--- src/rtl/rom_sequencer_pkg.sv ---
// rom_sequencer_pkg: shared types and constants for the BCD balance micro-sequencer
package rom_sequencer_pkg;
  typedef enum logic [1:0] {S_IDLE, S_EXEC, S_CARRY, S_DONE} state_t;
  typedef enum logic [1:0] {OP_NOP, OP_ADD, OP_CLR, OP_END} op_t;
  typedef enum logic [1:0] {D_ONES, D_TENS, D_HUNDREDS} dig_t;
  localparam logic [2:0] ROM_ADD1   = 3'd0;
  localparam logic [2:0] ROM_ADD10  = 3'd1;
  localparam logic [2:0] ROM_ADD100 = 3'd2;
  localparam logic [2:0] ROM_RESET  = 3'd3;
  localparam logic [2:0] ROM_NONE   = 3'd4;
  typedef struct packed {
    op_t  op;
    dig_t dig;
  } uword_t;
endpackage

--- src/rtl/rom_program.sv ---
// rom_program: combinational micro-ROM, one micro-word per (program id, pc)
//   i_id  : program id (0 add-one, 1 add-ten, 2 add-hundred, 3 reset-balance)
//   i_pc  : program counter
//   o_uw  : micro-word (opcode + digit select)
module rom_program
  import rom_sequencer_pkg::*;
(
  input  logic [1:0] i_id,
  input  logic [1:0] i_pc,
  output uword_t     o_uw
);
  // Every program is a single operation followed by END; unused slots are NOP
  always_comb begin
    o_uw.op  = i_pc == 2'd0 ? (i_id == ROM_RESET[1:0] ? OP_CLR : OP_ADD)
             : i_pc == 2'd1 ? OP_END : OP_NOP;
    o_uw.dig = i_id == ROM_RESET[1:0] ? D_ONES : dig_t'(i_id);
  end
endmodule

--- src/rtl/rom_sequencer.sv ---
// rom_sequencer: key-driven micro-programmed BCD balance counter (000-999)
//   clk                  : clock, rising edge
//   reset                : asynchronous active-high reset
//   rom_num              : program request (0..3 valid, 4..7 no request)
//   ones/tens/hundreds   : BCD balance digits
//   busy                 : program executing
//   done                 : one-cycle completion pulse
//   overflow             : one-cycle pulse when an add is rejected
module rom_sequencer
  import rom_sequencer_pkg::*;
(
  input  logic       clk,
  input  logic       reset,
  input  logic [2:0] rom_num,
  output logic [3:0] ones,
  output logic [3:0] tens,
  output logic [3:0] hundreds,
  output logic       busy,
  output logic       done,
  output logic       overflow
);
  state_t     r_state, w_nstate;
  logic [1:0] r_pc, w_npc, r_id, w_nid;
  dig_t       r_tgt, w_ntgt;
  logic [3:0] r_dig [3];
  logic [3:0] w_ndig [3];
  logic       r_armed, w_noreq, w_accept, w_sat, w_ovf;
  uword_t     w_uw;

  rom_program u_rom (.i_id(r_id), .i_pc(r_pc), .o_uw(w_uw));

  assign w_noreq  = rom_num >= ROM_NONE;
  assign w_accept = r_state == S_IDLE && !w_noreq && r_armed;
  // Selected digit and every higher digit at 9: the add cannot fit in 999
  assign w_sat = (w_uw.dig != D_ONES || r_dig[0] == 4'd9)
              && (w_uw.dig == D_HUNDREDS || r_dig[1] == 4'd9)
              && r_dig[2] == 4'd9;

  always_comb begin
    w_nstate = r_state;
    w_npc    = r_pc;
    w_nid    = r_id;
    w_ntgt   = r_tgt;
    w_ndig   = r_dig;
    w_ovf    = 1'b0;
    case (r_state)
      S_IDLE: if (w_accept) begin
        w_nstate = S_EXEC;
        w_npc    = 2'd0;
        w_nid    = rom_num[1:0];
      end
      S_EXEC: begin
        w_npc = r_pc + 2'd1;
        if (w_uw.op == OP_END || r_pc == 2'd3) begin
          w_nstate = S_DONE;
          w_npc    = r_pc;
        end else if (w_uw.op == OP_CLR)
          w_ndig = '{4'd0, 4'd0, 4'd0};
        else if (w_uw.op == OP_ADD && w_sat)
          w_ovf = 1'b1;
        else if (w_uw.op == OP_ADD && r_dig[w_uw.dig] != 4'd9)
          w_ndig[w_uw.dig] = r_dig[w_uw.dig] + 4'd1;
        else if (w_uw.op == OP_ADD) begin
          w_ndig[w_uw.dig] = 4'd0;
          w_ntgt   = dig_t'(w_uw.dig + 2'd1);
          w_nstate = S_CARRY;
          w_npc    = r_pc;
        end
      end
      S_CARRY: begin
        // Saturation was ruled out before entering, so the carry always lands
        w_ndig[r_tgt] = r_dig[r_tgt] == 4'd9 ? 4'd0 : r_dig[r_tgt] + 4'd1;
        w_ntgt   = r_dig[r_tgt] == 4'd9 ? dig_t'(r_tgt + 2'd1) : r_tgt;
        w_nstate = r_dig[r_tgt] == 4'd9 ? S_CARRY : S_EXEC;
        w_npc    = r_dig[r_tgt] == 4'd9 ? r_pc : r_pc + 2'd1;
      end
      default: w_nstate = S_IDLE;
    endcase
  end

  always_ff @(posedge clk or posedge reset) begin
    if (reset) begin
      r_state <= S_IDLE;
      r_pc    <= 2'd0;
      r_id    <= 2'd0;
      r_tgt   <= D_ONES;
      r_dig   <= '{4'd0, 4'd0, 4'd0};
      r_armed <= 1'b0;
    end else begin
      r_state <= w_nstate;
      r_pc    <= w_npc;
      r_id    <= w_nid;
      r_tgt   <= w_ntgt;
      r_dig   <= w_ndig;
      r_armed <= w_accept ? 1'b0 : (w_noreq ? 1'b1 : r_armed);
    end
  end

  assign ones     = r_dig[0];
  assign tens     = r_dig[1];
  assign hundreds = r_dig[2];
  assign busy     = r_state != S_IDLE;
  assign done     = r_state == S_DONE;
  assign overflow = w_ovf;
endmodule

--- config.mk ---
export PLATFORM = sky130hd
export DESIGN_NAME = rom_sequencer
export DESIGN_NICKNAME = d
export VERILOG_FILES = /design/src/rtl/rom_sequencer_pkg.sv /design/src/rtl/rom_program.sv /design/src/rtl/rom_sequencer.sv
export SDC_FILE = /design/constraint.sdc
export NUM_CORES = 1
export LEC_CHECK = 0
export CAP_MARGIN = 20
export CORE_ASPECT_RATIO = 0.9
export CORE_MARGIN = 2
export CORE_UTILIZATION = 52
export CTS_CLUSTER_SIZE = 12
export DETAILED_ROUTE_END_ITERATION = 16
export PLACE_DENSITY = 0.73
export SETUP_SLACK_MARGIN = 0.1
export SLEW_MARGIN = 20
export SYNTH_ARGS = -nofsm -noshare
export SYNTH_HDL_FRONTEND = slang
export SYNTH_SLANG_ARGS = --single-unit
--- constraint.sdc ---
create_clock -name clk -period 3.9 [get_ports clk]
set_input_delay 0.585 -clock clk [delete_from_list [all_inputs] [get_ports clk]]
set_output_delay 0.585 -clock clk [all_outputs]
set_load 0.01 [all_outputs]
* After elaboration in Yosys (flattened, before gate mapping)
Index checks and enable logic that the tools add are counted.
Word-level totals: flip-flop bits (word level) 21, input port bits 5, output and inout bits 15, word-level logic and storage cells 128
Cells by class: add/subtract/negate cells 5, order comparisons 5, equal/unequal tests 30, muxes and demuxes 52, bitwise operators 4, reductions and logical operators 24
Operators with widths (number):
- 12-bit 2-to-1 mux | 5
- 2-bit 2-to-1 mux | 24
- 4-bit 2-to-1 mux | 7
- 12-bit bitwise mux | 2
- 12-bit one-hot mux with 2 select lines | 1
- 4-bit binary-select mux with 2-bit select | 2
- 4-bit demux with 2-bit select | 2
- 4-bit equality test (second input constant) | 4
- 2-bit inequality test (second input constant) | 8
- 3-bit inequality test (second input constant) | 5
- 2-bit equality test (second input constant) | 7
- 12-bit bitwise AND | 1
- 12-bit NOT | 1
- 2-bit one-hot mux with 3 select lines | 2
- 5-bit AND reduction | 2
- 3-bit greater-or-equal comparator (second input constant) | 3
- 4-bit by 1-bit adder with 4-bit output (second input constant) | 2
- 1-bit logical AND | 8
- 4-bit inequality test (second input constant) | 2
- 2-bit nonzero test | 4
- 7-bit AND reduction | 1
- 2-bit by 1-bit adder with 2-bit output (second input constant) | 3
- 2-bit by 1-bit equality test with 1-bit output (second input constant) | 3
- 3-bit by 1-bit less-than comparator with 1-bit output (second input constant) | 2
- other kinds (10) | 19

* Longest topological paths before layout
Gate-level depths: netlist (run 1).
depth after elaboration 15, gate-level depth with buffers 12, mapped depth without buffers 11

* Hierarchy
A second synthesis (run 1) with hierarchy kept.
Unflattened totals: cells, all modules 213, area total of the unflattened synthesis 1970.6 um^2
By module, submodules not included:
- rom_sequencer | times used 1, cells each 207, area each 1936.9 um^2, seq. area each 525.5 um^2
- rom_program | times used 1, cells each 6, area each 33.8 um^2, seq. area each 0.0 um^2

* Worst setup path after synthesis (run 1)
OpenSTA, ideal clock, no wires.
kind flip-flop to flip-flop, start point register r_id[0], end point register r_dig (netlist bit tens[2]), setup time 90 ps, arrival time 2475 ps, data required time 3810 ps, path slack 1335 ps, stages on the path, launching flop included 13, path buffers 1, period minus slack after synthesis 2565 ps, cells stage by stage dfrtp_1 inv_1 ha_1 buf_4 mux2i_1 o2bb2ai_2 inv_1 ha_1 inv_1 o31ai_4 nand3_1 a211o_1 o221ai_1
Between the ends: word-level cells in the longest chain between the ends 15, elaborated cells between the ends (all ways) 40, those cells by class add/sub (1); order compare (2); eq/ne (9); mux (15); bitwise (3); reduce/logical (10)
RTL lines:
- start, declared | RTL line rom_sequencer.sv:23 | logic [1:0] r_pc, w_npc, r_id, w_nid;
- start signal, assigned | RTL line rom_sequencer.sv:92 | r_id <= w_nid;
- branches (longest 15 deep; another with 4-bit by 1-bit adder with 4-bit output)
- end signal, assigned | RTL line rom_sequencer.sv:87 | r_dig <= '{4'd0, 4'd0, 4'd0};
- end signal, assigned | RTL line rom_sequencer.sv:94 | r_dig <= w_ndig;
- end, declared | RTL line rom_sequencer.sv:25 | logic [3:0] r_dig [3];
Several ways; the timed one is not identified. The select of a mux whose other input is x is not followed. A chain may end at the register's enable or synchronous reset.

* Worst setup path in the final report (run 1)
start point register r_pc[0], end point output overflow
Between the ends: word-level cells in the longest chain between the ends 9, elaborated cells between the ends (all ways) 14, those cells by class eq/ne (5); mux (6); reduce/logical (3)
RTL lines:
- start, declared | RTL line rom_sequencer.sv:23
- start signal, assigned | RTL line rom_sequencer.sv:91 | r_pc <= w_npc;
- 2-bit by 1-bit equality test with 1-bit output | RTL line rom_program.sv:15 | : i_pc == 2'd1 ? OP_END : OP_NOP;
- 2-bit 2-to-1 mux | RTL line rom_program.sv:15
- 2-bit 2-to-1 mux | RTL line rom_program.sv:14 | o_uw.op = i_pc == 2'd0 ? (i_id == ROM_RESET[1:0] ? OP_CLR : OP_ADD)
- 2-bit by 1-bit equality test with 1-bit output | RTL line rom_sequencer.sv:59 | else if (w_uw.op == OP_ADD && w_sat)
- 1-bit logical AND | RTL line rom_sequencer.sv:59
- 1-bit 2-to-1 mux | RTL line rom_sequencer.sv:59
- 1-bit 2-to-1 mux | RTL line rom_sequencer.sv:57 | end else if (w_uw.op == OP_CLR)
- 1-bit 2-to-1 mux * | RTL line rom_sequencer.sv:54 | if (w_uw.op == OP_END || r_pc == 2'd3) begin
- 1-bit 2-to-1 mux * | RTL line rom_sequencer.sv:46 | case (r_state)
- end, declared | RTL line rom_sequencer.sv:20 | output logic overflow
Every way passes the cells marked *; elsewhere a longest branch is shown, timed or not.

==> flow_summary.toml, run 1 <==
[finish]
syn2layout_area_growth_pct = 11.9
diodes = 0
stdcell_area_um2 = 2310
fin_cells = 289
nNetsFinal = 264
final_layout_size_suffix_gt1_share_pct = 12.8

[pwr]
sw_frac_of_total_pct = 52.9
p_comb_share_pct = 72.0
internal_power_uw = 1020
leakage_uw = 0.000928
pwr-share-seq_pct = 21.0
power-per-cell-area_nw_per_um2 = 934
p_sw_uw = 1140
p_clk_share_pct = 7.0
peakVddDrop_mv = 0.519

[synth]
ys_types = 63
synth_fa_ha_area_share_pct = 9.07
synthSimpleGateAreaFrac_pct = 16.5
ys_seq_area_share_pct = 25.4
netlist_area_um2 = 2070
synth_top_family_by_area = "compound AO/OA/AOI/OAI gates"
ys_seq_elements = 21
avgSynthCellArea_um2 = 9.03
synth-async-reset-ratio_pct = 100
ys.flop_type = "dfrtp_1"
synthMuxAreaShare_pct = 8.71
synth_edf_count = 0
ys_warn_count = 0
synth_xor_area_share_pct = 0.847
synth_cells = 229
synth_compound_area_share_pct = 33.0
syn_nets = 249

[cts]
clk_pin_slew_worst_paths_ns = 0.08
numCtsBuffers = 3
cts_tree = "built"
clk_path_buf_depth = 2
ctsHtreeMaxLevel = 1
cts_hold_repair.buffers = 0
insertion_delay_ns = 0.28
cts_root_buf = "clkbuf_8"
cts_setup_buffers = 0
cts_sinks = 21
ctsResizeCount = 0

[setup_path]
start_kind = "flop"
crit_fanout = 7
cp.required_ns = 3.31
slowest_stage = "clkdlybuf4s50_1"
crit_buf_inv = 3
worstPathCellList = "inv_1 -> ha_1 -> nor2b_1 -> buf_4 -> o211ai_2 -> o21bai_1 -> nor2_1 -> clkdlybuf4s50_1"
critical_path.top_delay_family = "buffers and inverters"
cp_slowest_stage_delay_ns = 0.54
critPathArrivalTime_ns = 2.48
crit_type = "reg2out"
end_kind = "primary output"

[global_route]
grt_pass1_vias = 1650
track_usage_pct = 24.4
overflow = 0
antenna_found_initial = 0
grt_max_degree = 22
grt_pass1_wl_um = 8630

[timing]
fin_ws_ns = 0.835
report.final.hold_viol_count = 0
max_slew_margin_pct = 45.9
drv_slew = 0
rsz0062_at_grt = "false"
finalCriticalPeriod_ns = 3.06
setup_viol = 0
max_freq_mhz = 326
clock_skew_ns = 0.00733
worst_pin_slew_ns = 0.810
fin_crit_sh_pct = 78.6
tns_ns = 0

[die]
core_um2 = 3760
ios = 20
die_h_um = 63.8
die_area_um2 = 4500
rows = 21
die_w_um = 70.5
floorplan.initialDensity_pct = 55.0

[placement]
port_buffers = 19
placed_area_um2 = 2270
place_inst = 285
routabilityCongestion = 0.940
pre_cts_ws_ns = 0.961
dp_hpwl_um = 4020

[worst_hold_path]
min_path_type = "reg2reg"

[flow_run]
max_cap_violations = 0

[routing]
route.vias.total = 1873
remaining_drc_errors = 0
first_pass_iters = 4
wirelength_um = 5240
drtAntennaViolNets = 0
viasPerCell = 6.48
avgRoutedWirePerCell_um = 18.1
drtIter0Drc = 238

[run_status]
status = "completed"
-- through the flow --
stage	hold WS [ns]	util (%)	power (uW)
final	0.490	61.6	2160
after global routing	0.545	61.6	2340
after floorplan	0.453	-	1600
after global placement	0.461	60.4	1970
after CTS	0.492	61.6	2140
after detailed placement	0.472	60.4	1980
-- power groups by stage --
stage	clock network, uW	registers, uW	logic [uW]
final	151	454	1560
after global routing	164	468	1710
after global placement	0	454	1520
after detailed placement	0	453	1530
after CTS	155	448	1540
after floorplan	0	408	1200
-- cells in the mapped netlist (all sizes together) (2+ instances only) --
library cell,number,area (um^2)
ha,15,188
clkbuf,2,7.51
nand3,10,50.1
buf,8,47.5
or3,3,18.8
nor2,10,37.5
mux2i,12,124
dfrtp,21,526
nor3,6,30.0
nand3b,2,15.0
nor4,2,12.5
o32ai,2,17.5
a221oi,3,50.1
o21ai,14,77.6
nor2b,2,12.5
o311ai,3,26.3
inv,21,78.8
xnor2,2,17.5
nand2,19,71.3
o22ai,5,37.5
and3,3,23.8
a31oi,9,90.1
a311oi,3,26.3
a21oi,6,30.0
nor4bb,2,20.0
a2bb2oi,2,35.0
o22a,2,17.5
mux2,5,56.3
and2b,2,17.5
a21o,4,30.0
o2bb2ai,3,38.8
o221ai,2,17.5
o211ai,10,80.1
-- flip-flops by register name, summed over array words and instances (netlist names) --
name and count:
r_pc 2, ones 4, hundreds 4, r_state 2
r_tgt 2, r_armed 1, tens 4, r_id 2
-- layout by cell type, fill, tap and decap left out, types with 3 or more instances in the layout --
master	netlist	routed
inv_1	21	21
dfrtp_1	21	21
nand2_1	19	19
clkdlybuf4s50_1	0	19
ha_1	15	15
mux2i_1	11	11
nand3_1	10	10
nor2_1	10	10
o211ai_1	9	9
o21ai_0	9	9
nor3_1	6	6
a21oi_1	6	6
a31oi_1	5	5
o22ai_1	4	4
a21o_1	4	4
mux2_2	4	4
a31oi_2	3	3
or3_1	3	3
a311oi_1	3	3
o21ai_1	3	3
clkbuf_8	0	3
-- cell type report --
| class | instances | area [um^2] |
|---|---|---|
| Sequential cell | 21 | 526 |
| Clock buffer | 3 | 41.3 |
| Fill cell | 325 | 1440 |
| Multi-Input combinational cell | 177 | 1410 |
| Inverter | 21 | 78.8 |
| Tap cell | 46 | 57.6 |
| Timing Repair Buffer | 20 | 198 |
| Clock inverter | 1 | 5.00 |
-- routing by layer --
metal / part of all wire [%] / GRT usage, %
met1: 49 / 37.7
met5: 0 / 0
met2: 41 / 32.2
met3: 7.6 / 5.99
met4: 2.4 / 8.89
-- final timing paths --
path	from	to	slack, ns	cells after the start
setup / recovery	r_pc[0]	overflow	0.84	8
hold / removal	r_armed	r_armed	0.49	1
setup reg to reg	r_id[0]	tens[0]	0.88	11
hold reg to reg	r_armed	r_armed	0.49	1
max in group asynchronous	reset	hundreds[0]	2.63	2
min in group asynchronous	reset	r_pc[1]	0.75	2
-- logic make-up after synthesis --
group / count (synthesis)
fa+ha+maj: 15
buf+inv: 31
mux: 17
flops: 21
simple gates: 64
xor+xnor: 2
compound gates: 79
Power figures use the tool's default switching activity.
==> inputs of run 2 (changes only) <==
- clock period: 3.9 -> 3.1 ns (I/O delays scaled with it)
==> run 2 against run 1 <==
Critical path depth fell by 1. Non-clock buffer count grew 3. Cell count increased by 1.0%. Largest cell class unchanged. Largest power group unchanged.
==> flow_summary.toml, run 2 (synthesis gave the netlist of run 1 again) <==
[cts]
cts_sinks = 21
cts_root_buf = "clkbuf_8"
cts_setup_buffers = 0
cts_tree = "built"
insertion_delay_ns = 0.27
numCtsBuffers = 3
cts_hold_repair.buffers = 0
ctsHtreeMaxLevel = 1
clk_path_buf_depth = 2
clk_pin_slew_worst_paths_ns = 0.09

[timing]
fin_crit_sh_pct = 91.5
max_freq_mhz = 352
drv_slew = 0
worst_pin_slew_ns = 0.893
rsz0062_at_grt = "true"
tns_ns = 0
report.final.hold_viol_count = 0
clock_skew_ns = 0.00372
setup_viol = 0
max_slew_margin_pct = 40.4
finalCriticalPeriod_ns = 2.84

[routing]
remaining_drc_errors = 0
wirelength_um = 5640
avgRoutedWirePerCell_um = 19.3
drtIter0Drc = 164
route.vias.total = 1935
first_pass_iters = 4
viasPerCell = 6.63
drtAntennaViolNets = 0

[flow_run]
max_cap_violations = 0

[placement]
routabilityCongestion = 0.967
port_buffers = 19
dp_hpwl_um = 4320
place_inst = 288

[setup_path]
cp.required_ns = 2.63
crit_type = "reg2out"
critical_path.top_delay_family = "buffers and inverters"
crit_fanout = 6
crit_buf_inv = 2
critPathArrivalTime_ns = 2.37
slowest_stage = "clkdlybuf4s50_1"
worstPathCellList = "inv_1 -> ha_1 -> nor2b_2 -> o211ai_2 -> o21bai_1 -> nor2_1 -> clkdlybuf4s50_1"
start_kind = "flop"
cp_slowest_stage_delay_ns = 0.55
end_kind = "primary output"

[global_route]
grt_max_degree = 22
antenna_found_initial = 0
track_usage_pct = 27.0
overflow = 0
grt_pass1_wl_um = 9580
grt_pass1_vias = 1837

[finish]
layout_commonest_cell = "dfrtp_1"
mostFrequentLayoutCells = "21 x dfrtp_1, 20 x inv_1, 19 x nand2_1, 19 x clkdlybuf4s50_1, 14 x ha_1"
regArea_um2 = 526
nNetsFinal = 267
fillers = 342
multi_input_area_um2 = 1410
final_layout_size_suffix_gt1_share_pct = 15.0
diodes = 0
syn2layout_area_growth_pct = 13.2
fin_cells = 292

[run_status]
status = "completed"

[die]
die_area_um2 = 4500
die_w_um = 70.5
ios = 20
die_h_um = 63.8
floorplan.initialDensity_pct = 55.0
core_um2 = 3760
rows = 21

[worst_hold_path]
min_path_type = "reg2reg"

[pwr]
peakVddDrop_mv = 0.638
power-per-cell-area_nw_per_um2 = 1190
leakage_uw = 0.000943
==> run 2: layout make-up <==
class | count | area share (%)
clock buffer | 3 | 1.76
clock inverter | 1 | 0.214
inverter | 21 | 3.37
multi-input combinational | 177 | 60.4
sequential | 21 | 22.4
tap | 46 | 2.46
timing repair buffer | 23 | 9.40
==> run 2: power by group <==
part / internal [uW] / switching [uW] / leakage (uW)
logic: 834 / 1200 / 0.000655
clock network: 90.0 / 104 / 0.0000255
registers: 384 / 188 / 0.000262
total: 1310 / 1490 / 0.000943
==> run 2: path summary, 6_finish.rpt <==
check                             start           to  slack [ns]  cells past startpoint
worst max register to register  r_id[0]      tens[2]        0.36                     10
max in group asynchronous         reset  hundreds[3]        1.88                      2
worst min register to register  r_armed      r_armed        0.48                      1
min in group asynchronous         reset      r_armed        0.68                      2
worst max-delay path            r_pc[0]     overflow        0.26                      7
worst min-delay path            r_armed      r_armed        0.48                      1
==> run 2: stage by stage <==
stage | hold slack [ns] | instance area, um^2 | total power, uW | setup slack [ns] | util (%)
floorplan | 0.442 | 2070 | 2020 | 0.535 | -
global placement | 0.461 | 2290 | 2530 | 0.465 | 61.0
CTS | 0.488 | 2340 | 2750 | 0.165 | 62.2
global route | 0.523 | 2340 | 3010 | 0.0931 | 62.3
detailed placement | 0.468 | 2290 | 2550 | 0.365 | 61.0
finish | 0.483 | 2340 | 2800 | 0.262 | 62.3
==> run 2: per-layer routing <==
layer / GRT usage, % / vias up / wire length (um)
met3: 5.52 / 10 / 399
met5: 0 / - / 0
met1: 39.5 / 938 / 2640
met4: 6.73 / 0 / 87
met2: 40.7 / 84 / 2510
li1: - / 903 / -
==> run 2: timing repair <==
item / in CTS / in global routing
resized for setup: 0 / 3
endpoints found under the setup margin: 0 / 4
endpoints found under the hold margin: 0 / 0
==> run 2: worst register-to-register path: cells and delay by family (launching register included) <==
kind,cells,cell delay [ns]
flip-flops,1,0.42
AO/OA/AOI/OAI,4,1.08
AND/OR/NAND/NOR,1,0.13
adder cells (fa/ha/maj),2,0.62
buffers and inverters,3,0.41
